===== config.mk =====
export PLATFORM = sky130hd
export DESIGN_NAME = vga_timing_gen
export DESIGN_NICKNAME = d
export VERILOG_FILES = /design/src/rtl/vga_timing_gen.sv
export SDC_FILE = /design/constraint.sdc
export NUM_CORES = 1
export LEC_CHECK = 0
export BUFFER_PORTS_ARGS = -buffer_cell sky130_fd_sc_hd__buf_2
export CAP_MARGIN = 0
export CORE_ASPECT_RATIO = 1.5
export CORE_UTILIZATION = 45
export DETAILED_ROUTE_END_ITERATION = 10
export PLACE_DENSITY = 0.69
export SLEW_MARGIN = 10
export SYNTH_ARGS = -nofsm -noshare
export SYNTH_HDL_FRONTEND = slang
export SYNTH_SLANG_ARGS = --single-unit

===== constraint.sdc =====
create_clock -name clk -period 3.5 [get_ports clk]
set_clock_uncertainty 0.2 [all_clocks]
set_input_delay 0.7 -clock clk [delete_from_list [all_inputs] [get_ports clk]]
set_output_delay 0.7 -clock clk [all_outputs]
set_load 0.02 [all_outputs]

===== src/rtl/vga_timing_gen.sv =====
// Parametrised VGA raster timing generator: syncs, pixel coordinates, active-video and line/frame strobes.
// Optional frame counter enabled by defining VGA_FRAME_COUNT_EN; otherwise frameCount is tied to 0.
module vga_timing_gen #(
  parameter int H_ACTIVE   = 640,
  parameter int H_FP       = 16,
  parameter int H_SYNC     = 96,
  parameter int H_BP       = 48,
  parameter int V_ACTIVE   = 480,
  parameter int V_FP       = 10,
  parameter int V_SYNC     = 2,
  parameter int V_BP       = 33,
  parameter int H_SYNC_NEG = 1,
  parameter int V_SYNC_NEG = 1,
  parameter int POS_W      = 10,
  parameter int FRAME_W    = 8
) (
  input  logic               clk,
  input  logic               reset,
  input  logic               enable,
  output logic               hSync,
  output logic               vSync,
  output logic [POS_W-1:0]   hPos,
  output logic [POS_W-1:0]   vPos,
  output logic               activeVideo,
  output logic               lineStart,
  output logic               frameStart,
  output logic [FRAME_W-1:0] frameCount
);

  localparam int H_TOTAL   = H_ACTIVE + H_FP + H_SYNC + H_BP;
  localparam int V_TOTAL   = V_ACTIVE + V_FP + V_SYNC + V_BP;
  localparam int MAX_TOTAL = (H_TOTAL > V_TOTAL) ? H_TOTAL : V_TOTAL;

  localparam logic [POS_W-1:0] H_LAST = POS_W'(H_TOTAL - 1);
  localparam logic [POS_W-1:0] V_LAST = POS_W'(V_TOTAL - 1);
  localparam logic H_INACT = (H_SYNC_NEG != 0);
  localparam logic V_INACT = (V_SYNC_NEG != 0);

  if ((MAX_TOTAL - 1) >= (1 << POS_W)) begin : g_pos_w_too_small
    $error("vga_timing_gen: POS_W too narrow for H_TOTAL/V_TOTAL");
  end

  // Sync level for a coordinate; XOR with the polarity flag turns "active" into the pin level.
  function automatic logic sync_level(input logic [POS_W-1:0] pos, input int lo, input int hi,
                                      input logic neg);
    logic act;
    act = (int'(pos) >= lo) && (int'(pos) < hi);
    return act ^ neg;
  endfunction

  logic [POS_W-1:0] hpos_q, hpos_d;
  logic [POS_W-1:0] vpos_q, vpos_d;
  logic             hs_q, hs_d;
  logic             vs_q, vs_d;
  logic             av_q, av_d;
  logic             ls_q, ls_d;
  logic             fs_q, fs_d;

  always_comb begin
    hpos_d = hpos_q;
    vpos_d = vpos_q;
    ls_d   = 1'b0;
    fs_d   = 1'b0;
    if (enable) begin
      if (hpos_q == H_LAST) begin
        hpos_d = '0;
        ls_d   = 1'b1;
        if (vpos_q == V_LAST) begin
          vpos_d = '0;
          fs_d   = 1'b1;
        end else begin
          vpos_d = vpos_q + 1'b1;
        end
      end else begin
        hpos_d = hpos_q + 1'b1;
      end
    end
    // Decoded from next counters so the registered outputs line up with hPos/vPos.
    hs_d = sync_level(hpos_d, H_ACTIVE + H_FP, H_ACTIVE + H_FP + H_SYNC, H_INACT);
    vs_d = sync_level(vpos_d, V_ACTIVE + V_FP, V_ACTIVE + V_FP + V_SYNC, V_INACT);
    av_d = (int'(hpos_d) < H_ACTIVE) && (int'(vpos_d) < V_ACTIVE);
  end

  always_ff @(posedge clk) begin
    if (reset) begin
      hpos_q <= H_LAST;
      vpos_q <= V_LAST;
      hs_q   <= H_INACT;
      vs_q   <= V_INACT;
      av_q   <= 1'b0;
      ls_q   <= 1'b0;
      fs_q   <= 1'b0;
    end else begin
      hpos_q <= hpos_d;
      vpos_q <= vpos_d;
      hs_q   <= hs_d;
      vs_q   <= vs_d;
      av_q   <= av_d;
      ls_q   <= ls_d;
      fs_q   <= fs_d;
    end
  end

`ifdef VGA_FRAME_COUNT_EN
  logic [FRAME_W-1:0] fc_q;

  always_ff @(posedge clk) begin
    if (reset) begin
      fc_q <= '0;
    end else if (fs_d) begin
      fc_q <= fc_q + 1'b1;
    end
  end

  assign frameCount = fc_q;
`else
  assign frameCount = '0;
`endif

  assign hSync       = hs_q;
  assign vSync       = vs_q;
  assign hPos        = hpos_q;
  assign vPos        = vpos_q;
  assign activeVideo = av_q;
  assign lineStart   = ls_q;
  assign frameStart  = fs_q;

endmodule


==> impl_metrics.csv, run 1 <==
group,metric,value,unit
sta,finalCriticalPeriod,2840,ps
critical_path,cp_common_cell,"or4_4",
critical_path,crit_chain,"or4b_4, or4_4, or4_4, a221oi_2, nand4_1",
floorplanning,dieArea,0.00345,sq mm
detailed_routing,post_drt_wl_per_cell,14.2,um
layout,area_growth,10.6,%
synth,async_flop_share,0,%
detailed_routing,first_pass_iters,4,
synth,avgSynthCellArea,8.36,sq um
sta,fin_setup_tns,0,ps
floorplanning,std_cell_rows,24,
grt,grt_pass1_vias,1198,
min_path,hold_class,"reg2reg",
grt,antenna_found_initial,0,
sta,tightestPinTransition,744,ps
critical_path,cp_top_family,"simple AND/OR/NAND/NOR gates",
floorplanning,core_area,0.00297,sq mm
synth,ys_seq_elements,25,
sta,rsz0062_at_grt,"false",
critical_path,rr_startpoint,"hPos[6]",
detailed_routing,antenna_left,0,
critical_path,path_depth,5,
place,dpl.hpwl,2.50,mm
layout,drive_gt1_share,20.0,%
synth,yosys_warnings,0,
run,cap_violations,0,
clock_network,cts_sinks,25,
critical_path,startpoint_type,"register",
clock_network,post_cts_buffers,0,
critical_path,cpPeakStageDelay,610,ps
synth,synth-simple-area-share,29.4,%
place,dp.cells,230,
synth,synth_top_family_by_area,"simple AND/OR/NAND/NOR gates",
floorplanning,die_h,71.4,um
synth,synthFlopType,"dfxtp_1",
layout,fin_util,53.8,%
floorplanning,start_util,48.7,%
synth,muxShareOfSynthArea,1.47,%
detailed_routing,drc_errors,0,
layout,final_common_cell,"buf_2",
synth,seq_area_frac_synth,34.6,%
critical_path,critPathSlowestCell,"or4b_4",
layout,fin_cells,234,
floorplanning,dieWidth,48.3,um
clock_network,insertion_delay,270,ps
clock_network,cts_buffer_depth,2,
clock_network,post_cts_resize_count,0,
layout,finalNetCount,202,
critical_path,required,3450,ps
clock_network,cts_tree,"done",
floorplanning,io_pins,36,
critical_path,worstPathArrival,2790,ps
power,p_leak,0.665,nW
clock_network,cts-htree-levels,1,
synth,synth_top_cell_area_share,34.6,%
detailed_routing,detail_route.iter0.violations,24,
sta,fmax,0.352,GHz
place,place.gp.congestion,0.876,
critical_path,cp_max_fo,14,
sta,fin_hold_ws,360,ps
critical_path,path_buf_inv,0,
critical_path,crit_end,"vSync",
clock_network,clk_pin_slew,90,ps
synth,synth-xor-area-share,4.24,%
place,io_buffers,27,
grt,grtUsageTotal,21.1,%
outcome,run_status,"finished clean",
synth,yosysUniqueCellTypes,45,
sta,slew_viol_final,0,
grt,grt_max_degree,21,
critical_path,rrSetupSlack,660,ps
layout,mostFrequentLayoutCells,"buf_2, dfxtp_1, nand2_1",
layout,fill_cells,281,
detailed_routing,vias,1326,
power,total_power,0.751,mW
sta,period_share,81.2,%
grt,gr-total-overflow,0,
synth,synth_top_cell_by_area,"dfxtp_1",
critical_path,reg2reg_to,"vSync",
power,power_density,469,mW/mm^2
detailed_routing,wirelength,3.33,mm
clock_network,numCtsBuffers,3,
layout,multi_input_area,845,sq um
critical_path,critPathLaunch,"hPos[6]",
critical_path,rr_worst_depth,5,
synth,synth_area_leaders,"dfxtp_1, buf_4, nand3_1",
synth,synth_compound_area_share,18.6,%
grt,grt_pass1_wl,5.24,mm
layout,antenna_cells,0,
critical_path,crit_type,"reg2reg",
synth,synth_adder_area_share,2.60,%
sta,max_slew_margin,50.0,%
layout,seqCellArea,500,sq um
synth,synth_area,0.00145,sq mm
critical_path,cp-end-kind,"register",
synth,synth-edff-count,0,
detailed_routing,avgViaCountPerCell,5.67,
sta,setup_viol,0,
clock_network,cts_hold_buf,0,
sta,hold_viol,0,
synth,syn_inst,173,
clock_network,root_buffer,"clkbuf_8",
power,peakVddDrop,0.000258,V
==> synth_stat cells, drive strengths merged, types with 2 or more instances <==
master	number
xnor2	3
nand2	13
nor4	3
nand2b	2
buf	10
nand4b	3
and4b	2
a21oi	10
a21o	2
o31ai	3
or4	2
and2	2
or3	2
nor2	10
a211oi	2
a211o	3
ha	3
nor3	10
a31oi	2
dfxtp	25
xor2	4
o21ai	6
and3	4
nand4	3
and4	2
o21bai	3
o31a	2
nor2b	2
nand3	11
clkbuf	7
inv	5
==> power by group <==
group | total, mW | internal (mW) | switching (mW) | leakage (nW)
Sequential | 0.343 | 0.307 | 0.0362 | 0.204
Combinational | 0.238 | 0.0904 | 0.147 | 0.438
Clock | 0.170 | 0.0814 | 0.0888 | 0.0228
==> area by class of cell <==
| type | instances | share of cell area (%) |
|---|---|---|
| repair buffers | 28 | 8.91 |
| inverters | 5 | 1.17 |
| clock buffers | 4 | 2.81 |
| well taps | 39 | 3.05 |
| multi-input cells | 133 | 52.8 |
| flip-flops and latches | 25 | 31.3 |
==> per-layer routing <==
layer	track usage (%)	vias to the layer above	routed length (um)
li1	-	659	-
met4	10.5	0	110
met2	34.8	34	1720
met1	24.8	624	1380
met3	3.27	9	114
met5	0	-	0
==> how the worst min path moves through the flow <==
stage | startpoint | endpoint | slack, ps | cells past startpoint
3_3_place_gp | hPos[1] | hPos[1] | 320 | 2
6_report | hPos[0] | hPos[0] | 360 | 1
2_1_floorplan | vPos[1] | vPos[1] | 400 | 2
3_5_place_dp | hPos[0] | hPos[0] | 340 | 1
4_1_cts | hPos[0] | hPos[0] | 350 | 1
5_1_grt | hPos[0] | hPos[0] | 400 | 1
==> flip-flops by register name, summed over array words and instances, names as in the netlist <==
register / count
lineStart: 1
activeVideo: 1
hPos: 10
vPos: 10
frameStart: 1
vSync: 1
hSync: 1
==> worst register-to-register path, cell delays in order, from the launching register on <==
cell and delay, ps:
dfxtp_1 430, or4b_4 610, or4_4 530, or4_4 560, a221oi_2 280, nand4_1 120
==> logic make-up after synthesis <==
group                    count (synthesis)
AO/OA/AOI/OAI                           39
flip-flops                              25
XOR/XNOR                                 7
AND/OR/NAND/NOR                         74
other                                    1
adder cells (fa/ha/maj)                  3
buffers and inverters                   22
multiplexers                             2
==> per-stage QoR <==
step,setup WS (ps),area (sq um)
5_1_grt,598,1600
3_3_place_gp,726,1560
3_5_place_dp,669,1560
6_report,657,1600
4_1_cts,658,1600
2_1_floorplan,672,1470
Note: power is estimated with default switching activity, not from simulation.
==> run 2: changes to the inputs <==
--- a/config.mk
+++ b/config.mk
@@ -10,7 +10,7 @@
 export CORE_ASPECT_RATIO = 1.5
 export CORE_UTILIZATION = 45
 export DETAILED_ROUTE_END_ITERATION = 10
-export PLACE_DENSITY = 0.69
+export PLACE_DENSITY = 0.72
 export SLEW_MARGIN = 10
 export SYNTH_ARGS = -nofsm -noshare
 export SYNTH_HDL_FRONTEND = slang
==> constraint.sdc (replaced) <==
create_clock -name clk -period 2.3 [get_ports clk]
set_clock_uncertainty 0.2 [all_clocks]
set_input_delay 0.46 -clock clk [delete_from_list [all_inputs] [get_ports clk]]
set_output_delay 0.46 -clock clk [all_outputs]
set_load 0.02 [all_outputs]
==> impl_metrics.csv, run 2 (synthesized netlist as in run 1, its figures left out) <==
group,metric,value,unit
sta,fin_setup_tns,-325,ps
detailed_routing,post_drt_wl_per_cell,14.9,um
place,placed_cell_area,0.00172,sq mm
critical_path,required,2290,ps
sta,fmax,0.406,GHz
detailed_routing,antenna_left,0,
detailed_routing,first_pass_iters,4,
clock_network,insertion_delay,270,ps
min_path,hold_path_startpoint,"reset",
layout,drive_gt1_share,32.4,%
grt,grt_pass1_vias,1358,
sta,setup_viol,3,
layout,final_common_cell,"buf_2",
detailed_routing,wirelength,3.80,mm
floorplanning,start_util,48.7,%
detailed_routing,vias,1455,
sta,slew_viol_final,0,
place,place.gp.congestion,0.887,
floorplanning,dieArea,0.00345,sq mm
critical_path,cp-end-kind,"register",
sta,period_share,107,%
clock_network,clk_pin_slew,90,ps
place,dpl.hpwl,2.84,mm
run,cap_violations,0,
outcome,violations,"setup timing",
layout,finalInstanceArea,0.00182,sq mm
outcome,run_status,"complete, but fails checks",
floorplanning,core_area,0.00297,sq mm
power,p_leak,0.794,nW
layout,fin_cells,255,
grt,gr-total-overflow,0,
grt,antenna_found_initial,0,
floorplanning,io_pins,36,
critical_path,startpoint_type,"register",
power,power_density,677,mW/mm^2
grt,grt_util_met3,1.76,%
grt,grtUsageTotal,23.8,%
critical_path,crit_type,"reg2reg",
clock_network,root_buffer,"clkbuf_8",
grt,met1_usage,27.8,%
grt,grt_pass1_wl,6.01,mm
floorplanning,die_h,71.4,um
grt,use_met2,40.7,%
sta,hold_viol,0,
clock_network,cts_buffer_depth,2,
min_path,hold_class,"in2reg",
critical_path,rr_startpoint,"hPos[5]",
sta,fin_ws,-163,ps
critical_path,worstPathArrival,2450,ps
power,peakVddDrop,0.000353,V
floorplanning,dieWidth,48.3,um
layout,area_growth,25.6,%
place,io_buffers,27,
layout,finalNetCount,223,
floorplanning,std_cell_rows,24,
place,dp.cells,251,
clock_network,cts_tree,"done",
critical_path,cp_max_fo,12,
clock_network,cts-htree-levels,1,
sta,rsz0062_at_grt,"true",
critical_path,critPathLaunch,"hPos[5]",
sta,finalCriticalPeriod,2460,ps
detailed_routing,avgViaCountPerCell,5.71,
detailed_routing,detail_route.iter0.violations,60,
clock_network,cts_sinks,25,
clock_network,numCtsBuffers,3,
grt,top_usage_layer,"met2",
layout,mostFrequentLayoutCells,"buf_2, dfxtp_1, buf_4",
grt,grt_max_degree,21,
detailed_routing,drc_errors,0,
layout,antenna_cells,0,
run 2: worst max-delay path, cell delays in order, from the launching register on:
cell	delay, ps
dfxtp_2	330
or4b_4	530
or4_4	450
buf_4	210
o31ai_4	330
a221oi_4	110
a211oi_1	230
run 2: cell type report:
cell class	count	area, sq um
clock inverter	1	5.00
multi-input combinational	133	900
sequential	25	503
clock buffer	3	41.3
timing repair buffer	49	300
inverter	5	18.8
fill	266	1160
tap	39	48.8
run 2: repair_timing:
action | 4_1_cts | 5_1_grt
endpoints found under the setup margin | 4 | 7
resized for setup | 4 | 5
pin swaps | 2 | 2
setup buffers | 0 | 0
hold buffers | 0 | 0
run 2: path summary, 6_finish.rpt:
kind,endpoint,slack (ps),cells after the start
worst max-delay path,activeVideo,-160,6
worst min-delay path,hPos[6],380,2
worst max register to register,activeVideo,-160,6
worst min register to register,vPos[1],380,2
run 2: metal layers:
layer	routed length, um	vias to the layer above
li1	-	701
met1	1500	685
met2	2060	59
met3	136	10
met4	104	0
met5	0	-
run 2: through the flow:
| stage | util (%) | setup WS, ps | hold WS [ps] | total power, mW |
|---|---|---|---|---|
| 2_1_floorplan | - | -434 | 400 | 0.824 |
| 3_3_place_gp | 57.9 | -162 | 358 | 0.957 |
| 3_5_place_dp | 57.9 | -200 | 360 | 0.969 |
| 4_1_cts | 60.1 | -192 | 375 | 1.23 |
| 5_1_grt | 61.1 | -207 | 392 | 1.30 |
| 6_report | 61.1 | -163 | 381 | 1.23 |
run 2: where the power goes:
group          internal (mW)  switching (mW)
sequential             0.468          0.0292
clock                  0.121           0.135
combinational          0.199           0.278
total                  0.788           0.442
